File: config.mk
export PLATFORM = sky130hd
export DESIGN_NAME = row_collector
export DESIGN_NICKNAME = d
export VERILOG_FILES = /design/src/rtl/row_collector.sv
export SDC_FILE = /design/constraint.sdc
export NUM_CORES = 1
export LEC_CHECK = 0
export ABC_CLOCK_PERIOD_IN_PS = 2940
export CORE_UTILIZATION = 25
export CTS_CLUSTER_DIAMETER = 30
export CTS_CLUSTER_SIZE = 20
export DETAILED_ROUTE_END_ITERATION = 12
export GPL_ROUTABILITY_DRIVEN = 0
export PLACE_DENSITY = 0.51
export SKIP_LAST_GASP = 1
export SYNTH_ARGS = -nofsm -noshare
export SYNTH_HDL_FRONTEND = slang
export SYNTH_SLANG_ARGS = --single-unit
File: constraint.sdc
create_clock -name Clock -period 2.94 [get_ports Clock]
set_input_delay 0.588 -clock Clock [delete_from_list [all_inputs] [get_ports Clock]]
set_output_delay 0.588 -clock Clock [all_outputs]
set_load 0.02 [all_outputs]
File: src/rtl/row_collector.sv
// row_collector: packs every DIM consecutive scalar sums into one matrix row
// and hands completed rows downstream over a ready/valid port. A collect
// buffer plus an output register give double buffering, so row N+1 can be
// gathered while row N waits for the consumer.
module row_collector #(
  parameter int DIM   = 2,
  parameter int W_s   = 33,
  parameter int IDX_W = (DIM > 2) ? $clog2(DIM) : 1
) (
  input  logic                 Clock,
  input  logic                 Reset_n,
  input  logic [W_s-1:0]       sum,
  input  logic                 sumValid,
  input  logic                 rowReady,
  output logic [DIM*W_s-1:0]   row,
  output logic                 rowValid,
  output logic [IDX_W-1:0]     rowIndex,
  output logic                 matrixDone,
  output logic                 overflow
);

  typedef enum logic {
    COLLECT,
    FULL
  } state_t;

  localparam logic [IDX_W-1:0] LAST_IDX = IDX_W'(DIM - 1);

  state_t               state_q, state_n;
  logic [IDX_W-1:0]     col_q, col_n;
  logic [DIM*W_s-1:0]   collect_q, collect_n;

  logic [DIM*W_s-1:0]   row_n;
  logic                 rowValid_n;
  logic [IDX_W-1:0]     rowIndex_n;
  logic                 matrixDone_n;
  logic                 overflow_n;

  logic                 fire;
  logic                 last_col;

  assign fire     = rowValid && rowReady;
  assign last_col = (col_q == LAST_IDX);

  // Next-state logic: decides where each sum lands, when a row moves into the
  // output register, and when a sum has to be dropped.
  always_comb begin
    state_n      = state_q;
    col_n        = col_q;
    collect_n    = collect_q;
    row_n        = row;
    rowValid_n   = rowValid;
    rowIndex_n   = rowIndex;
    matrixDone_n = fire && (rowIndex == LAST_IDX);
    overflow_n   = overflow;

    // A fire empties the output register unless a new row is loaded below;
    // the row index wraps modulo DIM rather than modulo 2^IDX_W.
    if (fire) begin
      rowValid_n = 1'b0;
      rowIndex_n = (rowIndex == LAST_IDX) ? '0 : rowIndex + IDX_W'(1);
    end

    unique case (state_q)
      COLLECT: begin
        if (sumValid) begin
          collect_n[W_s*int'(col_q) +: W_s] = sum;
          if (last_col) begin
            col_n = '0;
            if (!rowValid || fire) begin
              row_n      = collect_n;
              rowValid_n = 1'b1;
            end else begin
              state_n = FULL;
            end
          end else begin
            col_n = col_q + IDX_W'(1);
          end
        end
      end

      FULL: begin
        if (fire) begin
          row_n      = collect_q;
          rowValid_n = 1'b1;
          state_n    = COLLECT;
          if (sumValid) begin
            collect_n[W_s-1:0] = sum;
            col_n              = IDX_W'(1);
          end
        end else if (sumValid) begin
          overflow_n = 1'b1;
        end
      end

      default: begin
        state_n = COLLECT;
        col_n   = '0;
      end
    endcase
  end

  // Collection-side registers: FSM state, column counter and collect buffer.
  always_ff @(posedge Clock or negedge Reset_n) begin
    if (!Reset_n) begin
      state_q   <= COLLECT;
      col_q     <= '0;
      collect_q <= '0;
    end else begin
      state_q   <= state_n;
      col_q     <= col_n;
      collect_q <= collect_n;
    end
  end

  // Output-side registers: every output is driven straight from a flop.
  always_ff @(posedge Clock or negedge Reset_n) begin
    if (!Reset_n) begin
      row        <= '0;
      rowValid   <= 1'b0;
      rowIndex   <= '0;
      matrixDone <= 1'b0;
      overflow   <= 1'b0;
    end else begin
      row        <= row_n;
      rowValid   <= rowValid_n;
      rowIndex   <= rowIndex_n;
      matrixDone <= matrixDone_n;
      overflow   <= overflow_n;
    end
  end

endmodule

# Word-level counts from Yosys, hierarchy flattened
# Cells that the tools add are included.
dict set report totals {
  ff_bits 138
  out_inout_bits 70
}
dict set report classes {
  n_addsub 3
  n_mul 1
  eq_ne 5
  shift 2
  muxes 27
  bitwise 2
  reduce_logical 8
}
# cell count
set op_table {}
lappend op_table {{2-to-1 mux 66 bit} 4}
lappend op_table {{case mux 66 bit (2 select lines)} 1}
lappend op_table {{2-to-1 mux 33 bit} 3}
lappend op_table {{bitwise mux 66 bit} 1}
lappend op_table {{case mux 33 bit (2 select lines)} 1}
lappend op_table {{variable shift 33 x 33 -> 66 bit (first input constant)} 1}
lappend op_table {{variable part select 33 x 33 -> 66 bit} 1}
lappend op_table {{negation 7 -> 33 bit} 1}
lappend op_table {{2-to-1 mux 1 bit} 14}
lappend op_table {{!= test 2 bit (second input constant)} 4}
lappend op_table {{multiplier 6 x 1 -> 7 bit (first input constant)} 1}
lappend op_table {{case mux 1 bit (2 select lines)} 3}
lappend op_table {{AND reduction 3 bit} 2}
lappend op_table {{AND reduction 4 bit} 1}
lappend op_table {{adder 1 bit (second input constant)} 2}
lappend op_table {{logical AND 1 bit} 2}
lappend op_table {{!= test 2 x 1 -> 1 bit (second input constant)} 1}
lappend op_table {{NOT 1 bit} 2}
lappend op_table {{AND reduction 2 bit} 1}
lappend op_table {{logical NOT 1 bit} 1}
lappend op_table {{logical OR 1 bit} 1}

# Longest topological paths before layout
# Gate-level depths: netlist of run 1.
dict set report depth {
  ltp_word 8
  depth_mapped 6
  ltp_nobuf 3
}

# Worst setup path after synthesis of run 1
# No wires, ideal clock.
dict set report synth_timing {
  path_kind {register to register}
  startpoint {reg state_q}
  endpoint {reg row[10]}
  setup_time_ps 125
  t_arrival_ps 1559
  slack_ps 1257
  path_stages_with_launch 6
  path_buffers 2
  period_less_slack_ps 1683
  path_cell_list {dfrtp_1 buf_2 nor2_2 buf_2 mux2_2 mux2_2}
}
dict set report synth_via {
  elab_chain_len 3
}
# element line_no
set synth_rtl {}
lappend synth_rtl {{start, declared} 29} ;# state_t state_q, state_n;
lappend synth_rtl {{start signal, assigned} 110} ;# state_q <= state_n;
lappend synth_rtl {{NOT 1 bit (no line)} -}
lappend synth_rtl {{!= test 2 bit (no line)} -}
lappend synth_rtl {{AND reduction 4 bit (no line)} -}
lappend synth_rtl {{end signal, assigned} 125} ;# row <= row_n;
lappend synth_rtl {{end, declared} 15} ;# output logic [DIM*W_s-1:0] row,
# Several ways; a longest one is shown, not always the timed one.
# A chain may end at the register's enable or synchronous reset.

# Worst setup path after layout of run 1
dict set report layout_timing {
  startpoint {reg rowValid}
  endpoint {out rowValid}
}
# element line_no
set layout_rtl {}
lappend layout_rtl {{start, declared} 16} ;# output logic rowValid,
lappend layout_rtl {{start signal, assigned} 126} ;# rowValid <= rowValid_n;
# No word-level cell between the ends.

==> impl_metrics.yaml, run 1 <==
status:
  status: "complete, no violations"
clock_network:
  clock-sinks: 138
  cts.clk_slew.worst_paths_ns: 0.06
  hold_buffers: 0
  cts.htree.levels: 4
  cts_setup_buffers: 0
  cts_resized: 0
  clockBufferDepth: 2
  root_buffer: "clkbuf_16"
  numCtsBuffers: 17
  clock_latency_ns: 0.41
  cts_tree: "done"
synthesis:
  ys_seq_area_frac: 0.579
  ys.flop_type: "dfrtp_1"
  avgSynthCellArea_um2: 15.9
  synthTopCellsByArea: "dfrtp_1 58%, mux2_2 37%, buf_6 1.5%"
  synth_top_area_share: 0.579
  yosysTopAreaCell: "dfrtp_1"
  synthMostInstantiatedCell: "mux2_2"
  synth_common_cells: "194 x mux2_2, 138 x dfrtp_1, 12 x buf_2, 8 x buf_6, 4 x mux2_1"
  yosys_warnings: 0
  synthArstFlopShare: 1.00
  synth_area_mm2: 0.00596
  synthesis.nets: 413
  ys_ff_latch: 138
  synth_edf_count: 0
  synth_cell_types: 21
  synth_cells: 376
final_layout:
  fill_cells: 2313
  seqCellArea_mm2: 0.00345
  layout.nets: 527
  drive_above_1_share: 0.475
  syn_to_final_growth_pct: 34.3
  antenna-diode-count: 0
  multi_input_area_mm2: 0.00238
  fin_cells: 822
timing:
  fin_crit_ns: 2.21
  setup_viol: 0
  rsz0062_at_grt: "false"
  slew-limit-headroom: 0.670
  finalMaxSlewViolations: 0
  tightest_slew_ns: 0.496
  fin_crit_sh: 0.750
  hold_violations: 0
  skew_ns: 0.00729
  setup_tns_ns: 0
  max_freq_ghz: 0.453
  timing.hold.ws_ns: 0.0715
setup_path:
  critical-path-slowest-cell: "clkdlybuf4s50_1"
  end_kind: "output port"
  cp.depth: 1
  r2r_setup_slack_ns: 0.92
  crit_end: "rowValid"
  critPathArrivalTime_ns: 1.62
  cp-start-kind: "flip-flop"
  slowest_delay_ns: 0.69
  critPathTopFamily: "buffers and inverters"
  path_max_fanout: 9
  critPathLaunch: "rowValid$_DFF_PN0_"
  cp_num_buf_inv: 1
  r2r-end: "row[4]$_DFFE_PN0P_"
  reg2reg_depth: 4
  path_cells: "clkdlybuf4s50_1"
  critPathKind: "flip-flop to output port"
  cp.required_ns: 2.35
  rr_startpoint: "state_q$_DFF_PN0_"
place:
  dp_hpwl_mm: 8.40
  dp_cells: 790
  port-buffer-count: 106
floorplanning:
  die_h_um: 156
  pin_count: 107
  die_w_um: 156
  dieArea_mm2: 0.0245
  rows: 56
  core_mm2: 0.0234
  initial_core_util: 0.255
detailed_routing:
  drt_wl_total_mm: 13.2
  drc: 0
  vias_per_cell: 4.21
  drt_iter0_markers: 62
  vias: 3463
  avgRoutedWirePerCell_um: 16.0
  antenna_left: 0
  dr.pass1.iters: 4
power_and_ir_drop:
  ir_drop_mv: 0.482
  powerDensity_mw_per_mm2: 1290
  p_total_uw: 10300
  p_leak_uw: 0.00325
global_route:
  track_usage: 0.118
  grt_max_degree: 63
  grt_pass1_wl_mm: 21.6
  grt_pass1_vias: 3790
  grt_overflow: 0
  antenna_found_initial: 0
flow_run:
  maxCapViolations: 0
min_path:
  hold_class: "input pin to async pin"
==> kinds of logic (layout without fill, tap and decap cells) <==
group                  after synthesis  after routing  synth area share
multiplexers                       198            198             0.374
AO/OA/AOI/OAI                        9              9            0.0111
AND/OR/NAND/NOR                      8              8           0.00755
buffers and inverters               22            149            0.0271
flip-flops                         138            138             0.579
XOR/XNOR                             1              1           0.00147
==> worst min path at each step <==
stage	endpoint	cells after the start	slack, ns	start
finish	row[6]$_DFFE_PN0P_	1	0.07	Reset_n
floorplan	col_q$_DFFE_PN0P_	0	0.29	Reset_n
detailed placement	overflow$_DFFE_PN0P_	1	0.46	overflow$_DFFE_PN0P_
global route	row[6]$_DFFE_PN0P_	1	0.07	Reset_n
global placement	overflow$_DFFE_PN0P_	1	0.46	overflow$_DFFE_PN0P_
CTS	row[6]$_DFFE_PN0P_	1	0.06	Reset_n
==> routing by layer <==
| layer | track usage | part of all wire | vias up |
|---|---|---|---|
| li1 | - | - | 1580 |
| met1 | 0.154 | 0.48 | 1801 |
| met2 | 0.182 | 0.46 | 73 |
| met3 | 0.0377 | 0.051 | 9 |
| met4 | 0.0420 | 0.011 | 0 |
| met5 | 0 | 0 | - |
==> placed cells by master, fill, tap and decap left out, drive strengths merged, types with 2 or more instances in the layout <==
| cell | Yosys | final |
|---|---|---|
| a21oi | 2 | 2 |
| clkdlybuf4s50 | 0 | 105 |
| and3 | 2 | 2 |
| dfrtp | 138 | 138 |
| mux2 | 198 | 198 |
| clkinv | 0 | 5 |
| buf | 21 | 11 |
| o21ai | 2 | 2 |
| nand2 | 3 | 3 |
| nor2b | 2 | 2 |
| clkbuf | 0 | 24 |
| bufinv | 0 | 2 |
==> state kept, by name, indices dropped and copies added (netlist names) <==
| register | flops |
|---|---|
| collect_q | 66 |
| col_q | 1 |
| rowIndex | 1 |
| matrixDone | 1 |
| rowValid | 1 |
| state_q | 1 |
| row | 66 |
| overflow | 1 |
==> power by group <==
part	total (µW)	switching, µW	internal (µW)
Combinational	4780	2020	2760
Clock	2100	789	1310
Sequential	3420	513	2900
Total	10300	3320	6970
==> final cells by class <==
class	count	area share
well taps	319	0.0498
multi-input cells	216	0.297
inverters	1	0.000469
flip-flops and latches	138	0.431
repair buffers	116	0.150
clock buffers	24	0.0602
clock inverters	8	0.0116
==> per-stage QoR <==
step,cell area (µm²),setup slack (ns),util
after floorplan,5960,1.26,-
after global placement,7430,0.461,0.318
after detailed placement,7430,0.407,0.318
after CTS,8010,0.687,0.342
after global routing,8010,0.636,0.342
final,8010,0.735,0.342
Note: power is estimated with default switching activity, not from simulation.
==> inputs of run 2 (changes only) <==
- ABC_CLOCK_PERIOD_IN_PS: 2940 -> 1800
- PLACE_DENSITY: 0.51 -> 0.53
- clock period: 2.94 -> 1.8 ns (I/O delays scaled with it)
==> run 2 against run 1 <==
First-iteration DRC count is 69% higher. Utilization rose by 0.94 points. Worst hold slack gained 0.32 ns. Sequential power grew 63%. Via count up 0.61%. Global-route usage shrank 0.40 points. Sequential share of layout area decreased by 1.1 points. Combinational power is 72% higher. Die area unchanged. Clock power rose by 57%. Wire length down 0.16%. Non-clock buffer count is 13 higher.
==> impl_metrics.yaml, run 2 (same netlist as run 1, synthesis figures left out) <==
detailed_routing:
  antenna_left: 0
  drt_iter0_markers: 105
  drc: 0
  drt_wl_total_mm: 13.1
  vias_per_cell: 4.17
  vias: 3484
  avgRoutedWirePerCell_um: 15.7
  dr.pass1.iters: 4
clock_network:
  clockBufferDepth: 2
  cts.clk_slew.worst_paths_ns: 0.06
  clock-sinks: 138
  root_buffer: "clkbuf_16"
  numCtsBuffers: 17
  clock_latency_ns: 0.41
  cts.htree.levels: 4
  cts_tree: "done"
final_layout:
  syn_to_final_growth_pct: 37.9
  drive_above_1_share: 0.488
  seqCellArea_mm2: 0.00346
  final_cell_mix: "194 x mux2_2, 136 x dfrtp_1, 93 x clkdlybuf4s50_1"
  stdcell_area_mm2: 0.00823
  layout.nets: 540
  fill_cells: 2306
  fin_cells: 835
  antenna-diode-count: 0
  multi_input_area_mm2: 0.00238
  top_regs: "collect_q x66, row x66"
  mostFrequentLayoutCell: "mux2_2"
place:
  port-buffer-count: 106
  dp_hpwl_mm: 8.60
  place_area_mm2: 0.00760
  dp_cells: 800
floorplanning:
  die_w_um: 156
  die_h_um: 156
  initial_core_util: 0.255
  pin_count: 107
  rows: 56
  dieArea_mm2: 0.0245
  core_mm2: 0.0234
global_route:
  grt_pass1_wl_mm: 21.0
  track_usage: 0.114
  grt_overflow: 0
  grt_max_degree: 50
  grt_pass1_vias: 3796
  antenna_found_initial: 0
timing:
  finalMaxSlewViolations: 0
  setup_viol: 0
  max_freq_ghz: 0.573
  tightest_slew_ns: 0.292
  fin_crit_sh: 0.970
  hold_violations: 0
  slew-limit-headroom: 0.806
  timing.hold.ws_ns: 0.391
  skew_ns: 0.0104
  fin_crit_ns: 1.75
flow_run:
  maxCapViolations: 0
power_and_ir_drop:
  combinationalPowerShare: 0.481
  p_leak_uw: 0.00342
  switching_share: 0.322
  p_sw_uw: 5510
  ir_drop_mv: 0.729
  clockPowerShare: 0.192
  power_frac_seq: 0.327
  internal_power_uw: 11600
  powerDensity_mw_per_mm2: 2080
setup_path:
  path_max_fanout: 30
  end_kind: "flip-flop"
  cp.required_ns: 2.09
  critPathKind: "flip-flop to flip-flop"
  cp-start-kind: "flip-flop"
  critPathArrivalTime_ns: 2.04
status:
  status: "complete, no violations"
min_path:
  hold_class: "input pin to async pin"
[run 2: cell count changes in the layout (fill, tap and decap cells not counted), sizes merged]
cell / previous run / this run
buf: 11 / 22
bufinv: 2 / 1
dlygate4sd2: 0 / 4
dlymetal6s2s: 0 / 8
clkbuf: 24 / 26
clkdlybuf4s50: 105 / 93
dlygate4sd3: 0 / 1
[run 2: metal layers]
metal	GRT usage	vias to the layer above	routed length, µm
met5	0	-	0
met4	0.0425	0	148
met3	0.0404	14	762
met2	0.175	81	6070
met1	0.147	1783	6170
li1	-	1606	-
[run 2: final timing paths]
| kind | slack (ns) | depth (start not counted) | end | start |
|---|---|---|---|---|
| hold / removal | 0.39 | 2 | row[42]$_DFFE_PN0P_ | Reset_n |
| hold reg to reg | 0.49 | 1 | row[56]$_DFFE_PN0P_ | row[56]$_DFFE_PN0P_ |
| setup / recovery | 0.05 | 5 | row[31]$_DFFE_PN0P_ | state_q$_DFF_PN0_ |
| setup reg to reg | 0.05 | 5 | row[31]$_DFFE_PN0P_ | state_q$_DFF_PN0_ |
| max in group asynchronous | 0.84 | 3 | collect_q[49]$_DFFE_PN0P_ | Reset_n |
| min in group Clock | 0.49 | 1 | row[56]$_DFFE_PN0P_ | row[56]$_DFFE_PN0P_ |
[run 2: stage by stage]
step	TNS [ns]	util	total power, µW	setup slack (ns)
detailed placement	-28.55	0.325	13800	-0.325
global placement	-27.65	0.325	13700	-0.306
global route	-0.0117	0.352	18100	-0.00611
finish	0	0.352	17100	0.0534
CTS	0	0.348	17200	0.000568
floorplan	0	-	10700	0.117
[run 2: area by class of cell]
cell class,count,area share
inverter,1,0.000456
clock buffer,25,0.0590
clock inverter,7,0.00806
tap,319,0.0485
multi-input combinational,216,0.289
timing repair buffer,129,0.175
sequential,138,0.420
[run 2: critical path, stage by stage (launching register included)]
cell and delay (ns):
dfrtp_2 0.46, nor2b_1 0.18, a211oi_4 0.26, buf_12 0.16, buf_16 0.20, mux2_2 0.35
[run 2: repair_timing]
item | CTS | global route
setup buffers | 0 | 1
cloned | 0 | 1
endpoints found under the setup margin | 4 | 52
hold endpoints to repair | 24 | 0
pin swaps | 0 | 1
gates resized for setup | 5 | 10
hold buffers | 1 | 0
[run 2: power groups by stage]
stage	sequential [µW]	combinational, µW	clock (µW)
after floorplan	6400	4310	0
after global placement	5560	8110	0
after detailed placement	5640	8200	0
after CTS	5610	8220	3400
after global routing	5810	8800	3540
final	5590	8230	3290
==> inputs of run 3 (changes only) <==
- CORE_MARGIN: not set -> 10
==> run 3 against run 2 <==
Global-route usage decreased by 1.6 points. First-iteration DRC count decreased by 12%. Flip-flop and latch count unchanged. Critical path type is now flip-flop to output port. Critical endpoint is now row[18].
==> impl_metrics.yaml, run 3 (same netlist as run 1, synthesis figures left out) <==
status:
  status: "complete, no violations"
floorplanning:
  dieArea_mm2: 0.0304
  die_h_um: 174
  rows: 56
  die_w_um: 174
  initial_core_util: 0.254
  core_mm2: 0.0235
  pin_count: 107
power_and_ir_drop:
  power_frac_seq: 0.317
  ir_drop_mv: 0.732
  internal_power_uw: 11900
  switching_share: 0.322
  p_total_uw: 17600
  p_leak_uw: 0.00372
  p_sw_uw: 5680
  clockPowerShare: 0.228
  powerDensity_mw_per_mm2: 2110
  combinationalPowerShare: 0.455
final_layout:
  fin_cells: 834
  syn_to_final_growth_pct: 40.1
  layout.nets: 539
  mostFrequentLayoutCell: "mux2_2"
  antenna-diode-count: 0
  drive_above_1_share: 0.497
  final_util: 0.356
  stdcell_area_mm2: 0.00835
  final_cell_mix: "194 x mux2_2, 136 x dfrtp_1, 61 x clkdlybuf4s50_1"
  top_regs: "collect_q x66, row x66"
place:
  dp_cells: 798
  dp_hpwl_mm: 9.69
  port-buffer-count: 106
  place_area_mm2: 0.00756
  pre_cts_slack_ns: -0.339
detailed_routing:
  antenna_left: 0
  vias: 3543
  dr.pass1.iters: 4
  vias_per_cell: 4.25
  drt_wl_total_mm: 14.7
  avgRoutedWirePerCell_um: 17.6
  drt_iter0_markers: 92
  drc: 0
timing:
  tightest_slew_ns: 0.419
  hold_violations: 0
  max_freq_ghz: 0.573
  skew_ns: 0.00690
  fin_crit_sh: 0.970
  finalWorstSetupSlack_ns: 0.0547
  setup_viol: 0
  fin_crit_ns: 1.75
  slew-limit-headroom: 0.720
  rsz0062_at_grt: "false"
  finalMaxSlewViolations: 0
global_route:
  grt_max_degree: 53
  grt_use_met1: 0.117
  grt_util_met2: 0.157
  grt_pass1_vias: 4031
  track_usage: 0.0978
  busiest_layer: "met2"
  antenna_found_initial: 0
  met3_usage: 0.0388
  grt_overflow: 0
  grt_pass1_wl_mm: 23.1
clock_network:
  clock_latency_ns: 0.42
  cts.clk_slew.worst_paths_ns: 0.06
  cts.htree.levels: 4
  cts_tree: "done"
  root_buffer: "clkbuf_16"
  clockBufferDepth: 2
  numCtsBuffers: 17
  clock-sinks: 138
setup_path:
  r2r-end: "row[39]$_DFFE_PN0P_"
  cp-start-kind: "flip-flop"
  path_cells: "clkdlybuf4s50_1"
  slowest_delay_ns: 0.62
  end_kind: "output port"
  rr_startpoint: "state_q$_DFF_PN0_"
  critical-path-slowest-cell: "clkdlybuf4s50_1"
  crit_end: "row[18]"
  r2r_setup_slack_ns: 0.08
  critPathTopFamily: "buffers and inverters"
  critPathKind: "flip-flop to output port"
  cp.required_ns: 1.44
  cp_num_buf_inv: 1
  cp.depth: 1
  critPathLaunch: "row[18]$_DFFE_PN0P_"
  critPathArrivalTime_ns: 1.39
  path_max_fanout: 2
  reg2reg_depth: 5
flow_run:
  maxCapViolations: 0
min_path:
  hold_class: "input pin to async pin"
## run 3: cell types whose count changed in the layout (fill, tap and decap cells not counted)
cell / previous run / this run
buf_12: 12 / 10
buf_16: 1 / 0
buf_4: 8 / 10
bufinv_16: 1 / 6
clkbuf_1: 5 / 0
clkbuf_8: 3 / 0
clkdlybuf4s50_1: 93 / 61
clkinv_2: 4 / 2
clkinv_4: 1 / 3
clkinvlp_4: 1 / 3
dlygate4sd2_1: 4 / 10
dlymetal6s2s_1: 8 / 34
inv_6: 0 / 1
## run 3: power groups by stage
stage,sequential (µW),combinational [µW],clock [µW]
after floorplan,6400,4310,0
after global routing,5810,8650,4280
after CTS,5640,8140,4130
after global placement,5610,8060,0
after detailed placement,5680,8180,0
final,5590,8020,4020
## run 3: cell type report
type                       count  area (µm²)
clock buffer                  17         425
tap                          319         399
multi-input combinational    216        2380
clock inverter                15         248
fill                        2278       15100
sequential                   138        3460
inverter                       1        3.75
timing repair buffer         128        1450
## run 3: how the worst min path moves through the flow
| stage | from | to | slack, ns | depth (start not counted) |
|---|---|---|---|---|
| after global routing | Reset_n | collect_q[37]$_DFFE_PN0P_ | 0.47 | 2 |
| after global placement | Reset_n | collect_q[37]$_DFFE_PN0P_ | 0.31 | 1 |
| after floorplan | Reset_n | col_q$_DFFE_PN0P_ | 0.06 | 0 |
| final | Reset_n | collect_q[4]$_DFFE_PN0P_ | 0.43 | 2 |
| after CTS | Reset_n | collect_q[37]$_DFFE_PN0P_ | 0.44 | 2 |
| after detailed placement | Reset_n | collect_q[37]$_DFFE_PN0P_ | 0.31 | 1 |
## run 3: layer usage
layer / share of wire / up-vias
li1: - / 1611
met2: 0.48 / 73
met1: 0.45 / 1845
met5: 0 / -
met3: 0.055 / 14
met4: 0.012 / 0
## run 3: repair_timing
action                     in CTS  in global routing
hold endpoints to repair       39                  0
cloned                          0                  1
gates resized for setup        11                 39
hold buffers                    1                  0
setup endpoints to repair      62                 87
buffers inserted                0                  2
## run 3: per-stage QoR
stage          TNS, ns  hold WS [ns]
3_3_place_gp    -25.72         0.311
5_1_grt              0         0.468
3_5_place_dp    -25.47         0.314
6_report             0         0.426
4_1_cts              0         0.441
2_1_floorplan        0        0.0644
